`config.mk`:
```
export PLATFORM = sky130hd
export DESIGN_NAME = fabulous_pipe_addsub
export DESIGN_NICKNAME = d
export VERILOG_FILES = /design/src/rtl/fabulous_arith_pkg.sv /design/src/rtl/fabulous_pipe_addsub_seg.sv /design/src/rtl/fabulous_pipe_addsub.sv
export SDC_FILE = /design/constraint.sdc
export NUM_CORES = 1
export LEC_CHECK = 0
export ABC_AREA = 1
export BUFFER_PORTS_ARGS = -buffer_cell sky130_fd_sc_hd__buf_4
export CELL_PAD_IN_SITES_DETAIL_PLACEMENT = 1
export CELL_PAD_IN_SITES_GLOBAL_PLACEMENT = 1
export CORE_ASPECT_RATIO = 0.6
export CORE_UTILIZATION = 47
export DETAILED_ROUTE_END_ITERATION = 8
export PLACE_DENSITY = 0.87
export SLEW_MARGIN = 15
export SYNTH_ARGS = -nofsm -noshare
export SYNTH_HDL_FRONTEND = slang
export SYNTH_SLANG_ARGS = --single-unit
```
`constraint.sdc`:
```
create_clock -name CLK -period 3 [get_ports CLK]
set_input_delay 0.45 -clock CLK [delete_from_list [all_inputs] [get_ports CLK]]
set_output_delay 0.45 -clock CLK [all_outputs]
set_load 0.02 [all_outputs]
```
`src/rtl/fabulous_arith_pkg.sv`:
```
// fabulous_arith_pkg: shared helpers and types for the segmented FABulous
// add/subtract pipeline.
package fabulous_arith_pkg;

    // A legal split has at least one bit per segment and divides the width exactly.
    function automatic bit seg_cfg_ok(input int width, input int seg_width);
        return (seg_width >= 1) && (width >= seg_width) && ((width % seg_width) == 0);
    endfunction

    // Number of segments (and pipeline latency). Falls back to 1 on an illegal
    // split so elaboration reaches the explicit $error instead of dividing by zero.
    function automatic int calc_nseg(input int width, input int seg_width);
        return seg_cfg_ok(width, seg_width) ? (width / seg_width) : 1;
    endfunction

    // Per-stage control record. At a stage input, carry is the carry-in for
    // that segment; at a stage output, it is the registered carry-out.
    typedef struct packed {
        logic valid;
        logic carry;
        logic sub;
    } stage_rec_t;

endpackage

```
`src/rtl/fabulous_pipe_addsub_seg.sv`:
```
// fabulous_pipe_addsub_seg: one SEG_WIDTH carry-chain run with its sum and
// carry registers. Inverts operand B itself when the record says subtract.
// With FABULOUS_PIPE_ADDSUB_OVF_EN defined it also registers the signed
// overflow of this segment's MSB (only the top segment's copy is used).
module fabulous_pipe_addsub_seg
    import fabulous_arith_pkg::*;
#(
    parameter int SEG_WIDTH = 8
) (
    input  logic                 CLK,
    input  logic                 RESETN,
    input  logic                 en,
    input  stage_rec_t           rec_in,
    input  logic [SEG_WIDTH-1:0] a_seg,
    input  logic [SEG_WIDTH-1:0] b_seg,
    output logic [SEG_WIDTH-1:0] sum_q,
    output stage_rec_t           rec_q
`ifdef FABULOUS_PIPE_ADDSUB_OVF_EN
    ,
    output logic                 ovf_q
`endif
);

    logic [SEG_WIDTH-1:0] bb;
    logic [SEG_WIDTH:0]   full;

    // Segment add: B is inverted for subtraction, carry-in comes from the record.
    always_comb begin
        bb   = rec_in.sub ? ~b_seg : b_seg;
        full = {1'b0, a_seg} + {1'b0, bb} + {{SEG_WIDTH{1'b0}}, rec_in.carry};
    end

    // Register the segment result and carry; hold everything while stalled.
    always_ff @(posedge CLK or negedge RESETN) begin
        if (!RESETN) begin
            sum_q <= '0;
            rec_q <= '0;
        end else if (en) begin
            sum_q <= full[SEG_WIDTH-1:0];
            rec_q <= '{valid: rec_in.valid, carry: full[SEG_WIDTH], sub: rec_in.sub};
        end
    end

`ifdef FABULOUS_PIPE_ADDSUB_OVF_EN
    // Carry into the MSB recovered from the sum bit, so SEG_WIDTH=1 needs no special case.
    logic c_msb;
    assign c_msb = full[SEG_WIDTH-1] ^ a_seg[SEG_WIDTH-1] ^ bb[SEG_WIDTH-1];

    // Signed overflow = carry into MSB xor carry out of MSB, registered with the sum.
    always_ff @(posedge CLK or negedge RESETN) begin
        if (!RESETN) begin
            ovf_q <= 1'b0;
        end else if (en) begin
            ovf_q <= c_msb ^ full[SEG_WIDTH];
        end
    end
`endif

endmodule

```
`src/rtl/fabulous_pipe_addsub.sv`:
```
// fabulous_pipe_addsub: pipelined WIDTH-bit add/subtract, one SEG_WIDTH
// carry-chain run per stage with the carry registered between stages.
// Latency NSEG = WIDTH/SEG_WIDTH cycles, one operation per cycle, global stall.
// Optional macro FABULOUS_PIPE_ADDSUB_OVF_EN adds a registered signed-overflow
// output ovf aligned with y.
module fabulous_pipe_addsub
    import fabulous_arith_pkg::*;
#(
    parameter int WIDTH     = 32,
    parameter int SEG_WIDTH = 8
) (
    input  logic             CLK,
    input  logic             RESETN,
    input  logic             in_valid,
    output logic             in_ready,
    input  logic [WIDTH-1:0] a,
    input  logic [WIDTH-1:0] b,
    input  logic             sub,
    input  logic             ci,
    output logic             out_valid,
    input  logic             out_ready,
    output logic [WIDTH-1:0] y,
    output logic             co
`ifdef FABULOUS_PIPE_ADDSUB_OVF_EN
    ,
    output logic             ovf
`endif
);

    localparam int NSEG = calc_nseg(WIDTH, SEG_WIDTH);

    if (!seg_cfg_ok(WIDTH, SEG_WIDTH)) begin : g_bad_cfg
        $error("fabulous_pipe_addsub: WIDTH must be a positive multiple of SEG_WIDTH (SEG_WIDTH >= 1)");
    end

    logic       advance;
    stage_rec_t rec_q [NSEG];
`ifdef FABULOUS_PIPE_ADDSUB_OVF_EN
    logic       ovf_seg [NSEG];
`endif

    // The whole pipeline moves together unless a finished result is being held.
    assign advance   = !out_valid || out_ready;
    assign in_ready  = advance;
    assign out_valid = rec_q[NSEG-1].valid;
    assign co        = rec_q[NSEG-1].carry;
`ifdef FABULOUS_PIPE_ADDSUB_OVF_EN
    assign ovf       = ovf_seg[NSEG-1];
`endif

    for (genvar k = 0; k < NSEG; k++) begin : g_seg
        logic [SEG_WIDTH-1:0] a_k;
        logic [SEG_WIDTH-1:0] b_k;
        logic [SEG_WIDTH-1:0] sum_k;
        stage_rec_t           rec_in_k;

        if (k == 0) begin : g_first
            // Subtract forces carry-in to 1 and ignores ci.
            assign a_k      = a[SEG_WIDTH-1:0];
            assign b_k      = b[SEG_WIDTH-1:0];
            assign rec_in_k = '{valid: in_valid, carry: sub | ci, sub: sub};
        end else begin : g_skew
            logic [SEG_WIDTH-1:0] a_dl [k];
            logic [SEG_WIDTH-1:0] b_dl [k];

            // Delay operand segment k by k cycles so it meets stage k-1's carry.
            always_ff @(posedge CLK or negedge RESETN) begin
                if (!RESETN) begin
                    for (int d = 0; d < k; d++) begin
                        a_dl[d] <= '0;
                        b_dl[d] <= '0;
                    end
                end else if (advance) begin
                    a_dl[0] <= a[k*SEG_WIDTH +: SEG_WIDTH];
                    b_dl[0] <= b[k*SEG_WIDTH +: SEG_WIDTH];
                    for (int d = 1; d < k; d++) begin
                        a_dl[d] <= a_dl[d-1];
                        b_dl[d] <= b_dl[d-1];
                    end
                end
            end

            assign a_k      = a_dl[k-1];
            assign b_k      = b_dl[k-1];
            assign rec_in_k = rec_q[k-1];
        end

        fabulous_pipe_addsub_seg #(
            .SEG_WIDTH (SEG_WIDTH)
        ) u_seg (
            .CLK    (CLK),
            .RESETN (RESETN),
            .en     (advance),
            .rec_in (rec_in_k),
            .a_seg  (a_k),
            .b_seg  (b_k),
            .sum_q  (sum_k),
            .rec_q  (rec_q[k])
`ifdef FABULOUS_PIPE_ADDSUB_OVF_EN
            ,
            .ovf_q  (ovf_seg[k])
`endif
        );

        if (k == NSEG - 1) begin : g_top
            assign y[k*SEG_WIDTH +: SEG_WIDTH] = sum_k;
        end else begin : g_deskew
            localparam int DLY = NSEG - 1 - k;
            logic [SEG_WIDTH-1:0] dsk [DLY];

            // Hold finished low segments until the top segment catches up.
            always_ff @(posedge CLK or negedge RESETN) begin
                if (!RESETN) begin
                    for (int d = 0; d < DLY; d++) begin
                        dsk[d] <= '0;
                    end
                end else if (advance) begin
                    dsk[0] <= sum_k;
                    for (int d = 1; d < DLY; d++) begin
                        dsk[d] <= dsk[d-1];
                    end
                end
            end

            assign y[k*SEG_WIDTH +: SEG_WIDTH] = dsk[DLY-1];
        end
    end

endmodule

```
==> results.ini, run 1 <==
[outcome]
outcome = complete, but fails checks
failed_checks = negative hold slack

[critical_path]
slowest_stage = dfrtp_1
cpPeakStageDelay_ns = 0.61
r2r-start = g_seg[1].u_seg.rec_q[0]
critPathLaunchType = flip-flop
cp_data_arrival_time_ns = 2.74
worstSetupEndpointType = flip-flop
crit_start = g_seg[1].u_seg.rec_q[0]
crit_fanout = 10
critPathTopFamily = adder cells
criticalPathCategory = reg2reg
crit_chain = xnor2_1 -> fa_1 -> fa_1 -> inv_1 -> nand2_1 -> nand2_1 -> nand3b_1 -> nand2_1 -> nand2_1 -> nand3_1 -> nand2_1
cpMostUsedCell = nand2_1
path_buf_inv = 1
cp.required_ns = 3.34

[synthesis]
ys.warnings.count = 0
syn_nets = 1157
synth_cell_types = 22
ys_ff_latch = 187
syn-mean-instance-area_sq_um = 8.34
yosysSeqAreaShare = 0.534
synthCells = 1051
netlist_area_sq_mm = 0.00876

[cells_and_area]
drive_gt1_frac = 0.129
seqCellArea_sq_mm = 0.00468
area_growth_pct = 16.5
multi_input_area_sq_mm = 0.00347
final_common_cell = nand2_1
final_cell_mix = nand2_1, dfrtp_1, buf_4
final.fill_count = 2175
postLayoutCellArea_sq_mm = 0.0102
nets = 1226

[floorplanning]
dieArea_sq_mm = 0.0192
fp-row-count = 38
coreArea_sq_mm = 0.0182
dieHeight_um = 108
start_util = 0.482
die_x_um = 178
io_pins = 105

[cts]
cts_root_buf = clkbuf_16
cts_tree = done
clkLatencyLatePin_ns = 0.45
cts_buffers = 17
clockBufferDepth = 2
cts_num_sinks = 187
cts_resized = 0
cts_setup_buffers = 0
clk_pin_slew_ns = 0.07
cts_hold_buf = 0
htreeDepth = 4

[detailed_routing]
antenna_left = 0
drtIter0Drc = 348
vias = 6817
post_drt_wl_per_cell_um = 15.6
viasPerCell = 4.96
first_pass_iters = 4
drt_wl_total_um = 21400
drc_errors = 0

[timing]
relSlewSlack = 0.447
drv_slew = 0
holdWs_ns = -0.00325
rsz0062_at_grt = no
tightestPinTransition_ns = 0.829
clock.fmax_mhz = 417
finClkSkew_ns = 0.0102
setup-tns-final_ns = 0
hold_viol = 1
period_share = 0.800
min_period_ns = 2.40
setup-violations-final = 0

[placed_design]
routabilityCongestion = 0.834
placed_cell_area_sq_mm = 0.00962
hpwlAfterDp_um = 14000
portBuffers = 104

[power_and_ir_drop]
powerDensity_mw_per_mm2 = 1180
p_leak_nw = 5.58
max-vdd-ir-drop_uv = 1140

[global_routing]
grt_start_max_net_pins = 190
overflow = 0
antenna_found_initial = 1
grt_pass1_vias = 7198
grt_pass1_wl_um = 35800
track_usage = 0.244

[run]
cap_violations = 0

[worst_hold_path]
hold_path.class = in2async

[power breakdown]
part	total, W	leakage, nW	internal [W]	switching [W]
registers	0.00436	2.26	0.00364	0.000717
clock network	0.00228	0.276	0.00125	0.00103
logic	0.00544	3.05	0.00203	0.00341
total	0.0121	5.58	0.00693	0.00515
[logic make-up after synthesis]
group / count (synthesis) / synth area share
and+or+nand+nor: 584 / 0.259
buffers and inverters: 135 / 0.0695
xor gates and xnor gates: 36 / 0.0360
AOI/OAI and AO/OA: 73 / 0.0431
adders and majority gates: 36 / 0.0583
DFF: 187 / 0.534
[stage by stage]
step	utilization	std cells	total power, W	worst slack [ns]
6_report	0.562	1374	0.0121	0.601
5_1_grt	0.562	1373	0.0131	0.429
4_1_cts	0.562	1373	0.0122	0.578
3_5_place_dp	0.530	1341	0.00972	0.676
3_3_place_gp	0.530	1341	0.00935	0.814
2_1_floorplan	-	1051	0.00811	0.918
[worst register-to-register path: stages (launching register included)]
cell	delay, ns
dfrtp_1	0.61
xnor2_1	0.16
fa_1	0.43
fa_1	0.38
inv_1	0.08
nand2_1	0.08
nand2_1	0.09
nand3b_1	0.14
nand2_1	0.13
nand2_1	0.06
nand3_1	0.07
nand2_1	0.06
[metal layers]
metal	vias to the layer above	wire length [um]	GRT usage
li1	3338	-	-
met1	3341	10200	0.326
met4	0	337	0.0938
met2	108	10100	0.391
met5	-	0	0
met3	30	831	0.0480
[sequential cells by signal, indices dropped and copies added, names as in the netlist]
register and flops:
g_seg.g_deskew.dsk 32, g_seg.g_skew.a_dl 24, g_seg.b_k 24, g_seg.u_seg.rec_q 11
g_seg.g_skew.b_dl 24, y 16, g_seg.a_k 24, g_seg.u_seg.sum_q 32
[cell usage after synthesis]
| cell type | number | area [sq um] |
|---|---|---|
| xnor2_1 | 10 | 87.6 |
| a211oi_1 | 4 | 30.0 |
| nand3b_1 | 6 | 45.0 |
| nor2_4 | 1 | 11.3 |
| a21oi_1 | 18 | 90.1 |
| xor2_1 | 26 | 228 |
| o21ai_1 | 10 | 50.1 |
| and2_1 | 2 | 12.5 |
| dfrtp_1 | 187 | 4680 |
| clkbuf_1 | 10 | 37.5 |
| or2_2 | 3 | 18.8 |
| nor2_1 | 24 | 90.1 |
| o22ai_1 | 2 | 12.5 |
| inv_2 | 1 | 3.75 |
| buf_4 | 16 | 120 |
| inv_1 | 74 | 278 |
| ha_1 | 28 | 350 |
| buf_2 | 34 | 170 |
| nand2_1 | 520 | 1950 |
| fa_1 | 8 | 160 |
| o21ai_0 | 39 | 195 |
| nand3_1 | 28 | 140 |
[final cells by class]
cell class / instances / area share
clock buffer: 19 / 0.0434
timing repair buffer: 110 / 0.0864
inverter: 75 / 0.0281
antenna: 1 / 0.000245
clock inverter: 13 / 0.0141
tap: 240 / 0.0294
sequential: 187 / 0.458
multi-input combinational: 729 / 0.340
[worst paths after layout]
path	slack (ns)	cells past startpoint	end
worst max-delay path	0.60	11	g_seg[2].u_seg.sum_q[6]
min in group CLK	0.19	3	g_seg[3].g_skew.a_dl[22]
max in group asynchronous	2.26	2	y[5]
worst max register to register	0.60	11	g_seg[2].u_seg.sum_q[6]
worst min register to register	0.45	2	g_seg[3].u_seg.rec_q[2]
worst min-delay path	-0.003	1	g_seg[3].g_skew.a_dl[12]
Note: power is estimated with default switching activity, not from simulation.
==> run 2: changes to the inputs <==
CORE_UTILIZATION = 40   (was 47)
PLACE_DENSITY = 0.79   (was 0.87)
clock period = 2.1 ns   (was 3 ns; I/O delays follow)
==> results.ini, run 2 (synthesis gave the netlist of run 1 again) <==
[power_and_ir_drop]
netSwitchingFraction = 0.425
powerDensity_mw_per_mm2 = 1660
p_switching_w = 0.00736
max-vdd-ir-drop_uv = 736
clkPwrFrac = 0.192
seqPwrFrac = 0.353
p_leak_nw = 5.68
internal-power_w = 0.00995
comb_power_share = 0.454

[critical_path]
r2r-end = g_seg[3].u_seg.sum_q[6]
cpMostUsedCell = nand2_1
worstSetupEndpointType = flip-flop
slowest_stage = dfrtp_1
cp.required_ns = 2.44
criticalPathCategory = reg2reg
critPathTopFamily = adder cells
rr_worst_depth = 11
critPathLaunchType = flip-flop
r2r-start = g_seg[3].b_k[0]
crit_start = g_seg[3].b_k[0]
critical_path.endpoint = g_seg[3].u_seg.sum_q[6]
cpPeakStageDelay_ns = 0.41
rrSetupSlack_ns = 0.11
cp.depth = 11
crit_fanout = 3
crit_chain = xnor2_1 -> fa_2 -> fa_2 -> inv_2 -> nand2_2 -> nand2_1 -> nand3b_1 -> nand2_1 -> nand2_1 -> nand3_1 -> nand2_1
cp_data_arrival_time_ns = 2.33
path_buf_inv = 1

[cells_and_area]
final_common_cell = nand2_1
fin_util = 0.492
multi_input_area_sq_mm = 0.00350
final.fill_count = 2552
final_cell_mix = nand2_1, dfrtp_1, buf_4
drive_gt1_frac = 0.147
area_growth_pct = 19.2
n_antenna_cell = 0
finalNonFillerCells = 1427
nets = 1241
reg.largest.list = g_seg.g_deskew.dsk x32, g_seg.u_seg.sum_q x32
seqCellArea_sq_mm = 0.00468

[timing]
hold_viol = 0
fin_ws_ns = 0.111
setup-tns-final_ns = 0
clock.fmax_mhz = 503
min_period_ns = 1.99
holdWs_ns = 0.0528
tightestPinTransition_ns = 0.579
period_share = 0.947
setup-violations-final = 0
relSlewSlack = 0.614
rsz0062_at_grt = yes
drv_slew = 0
finClkSkew_ns = 0.0114

[outcome]
failed_checks = design-rule violations
outcome = complete, but fails checks

[worst_hold_path]
min_delay_path_depth = 3
hold_path.class = in2reg

[cts]
cts_buffers = 17
cts_num_sinks = 187
htreeDepth = 4
clk_pin_slew_ns = 0.08
cts_tree = done
cts_root_buf = clkbuf_16
clkLatencyLatePin_ns = 0.45
clockBufferDepth = 2

[floorplanning]
die_x_um = 193
io_pins = 105
dieHeight_um = 117
coreArea_sq_mm = 0.0212
dieArea_sq_mm = 0.0225
fp-row-count = 41
start_util = 0.413

[global_routing]
grt_pass1_vias = 6931
grt_start_max_net_pins = 71
top_usage_layer = met2
overflow = 0
gr-usage-met3 = 0.0487
met2_usage = 0.300
grt_pass1_wl_um = 35100
grt_util_met1 = 0.293
antenna_found_initial = 0
track_usage = 0.202

[detailed_routing]
post_drt_wl_per_cell_um = 14.8
vias = 6758
drc_errors = 3
drt_wl_total_um = 21200
drtIter0Drc = 298
viasPerCell = 4.74
antenna_left = 0
first_pass_iters = 6

[placed_design]
dp_slack_ns = 0.00903
portBuffers = 104
hpwlAfterDp_um = 14900
placed_cells = 1393
routabilityCongestion = 0.800

[run]
cap_violations = 0

[run 2: worst min path at each step]
stage / start / slack (ns) / end
detailed placement: RESETN / 0.33 / g_seg[3].g_skew.a_dl[19]
global placement: RESETN / 0.32 / g_seg[3].g_skew.a_dl[19]
global route: a[21] / 0.05 / g_seg[2].g_skew.a_dl[13]
floorplan: RESETN / 0.02 / g_seg[0].g_deskew.dsk[10]
finish: a[10] / 0.05 / g_seg[1].a_k[2]
CTS: a[12] / 0.03 / g_seg[1].a_k[4]
[run 2: cell type report]
cell class	count	share of cell area
clock buffers	17	0.0407
well taps	279	0.0334
flip-flops and latches	187	0.448
inverters	75	0.0274
clock inverters	15	0.0167
repair buffers	125	0.0991
multi-input cells	729	0.335
[run 2: worst reg2reg max path, cell delays in order, from the launching register on]
cell and delay, ns:
dfrtp_1 0.41, xnor2_1 0.15, fa_2 0.36, fa_2 0.35, inv_2 0.08, nand2_2 0.06, nand2_1 0.07, nand3b_1 0.11
nand2_1 0.12, nand2_1 0.06, nand3_1 0.07, nand2_1 0.05
[run 2: routing by layer]
layer,vias up,part of all wire
met5,-,0
met4,0,0.0086
met3,14,0.037
met2,77,0.43
met1,3305,0.52
li1,3362,-
[run 2: repair_timing]
| action | CTS | global route |
|---|---|---|
| pin swaps | 0 | 2 |
| hold buffers | 1 | 0 |
| resized for setup | 1 | 7 |
| hold endpoints to repair | 50 | 0 |
| setup endpoints to repair | 2 | 10 |
| cloned | 0 | 0 |
| setup buffers | 0 | 1 |
[run 2: power groups by stage]
stage / clock (W) / combinational, W / sequential [W]
3_3_place_gp: 0 / 0.00743 / 0.00611
2_1_floorplan: 0 / 0.00549 / 0.00610
5_1_grt: 0.00356 / 0.00903 / 0.00631
6_report: 0.00333 / 0.00787 / 0.00612
3_5_place_dp: 0 / 0.00778 / 0.00618
4_1_cts: 0.00343 / 0.00788 / 0.00614
[run 2: through the flow]
step	total power, W	instance area, sq um
2_1_floorplan	0.0116	8760
3_3_place_gp	0.0135	9810
3_5_place_dp	0.0140	9810
4_1_cts	0.0174	10400
5_1_grt	0.0189	10400
6_report	0.0173	10400
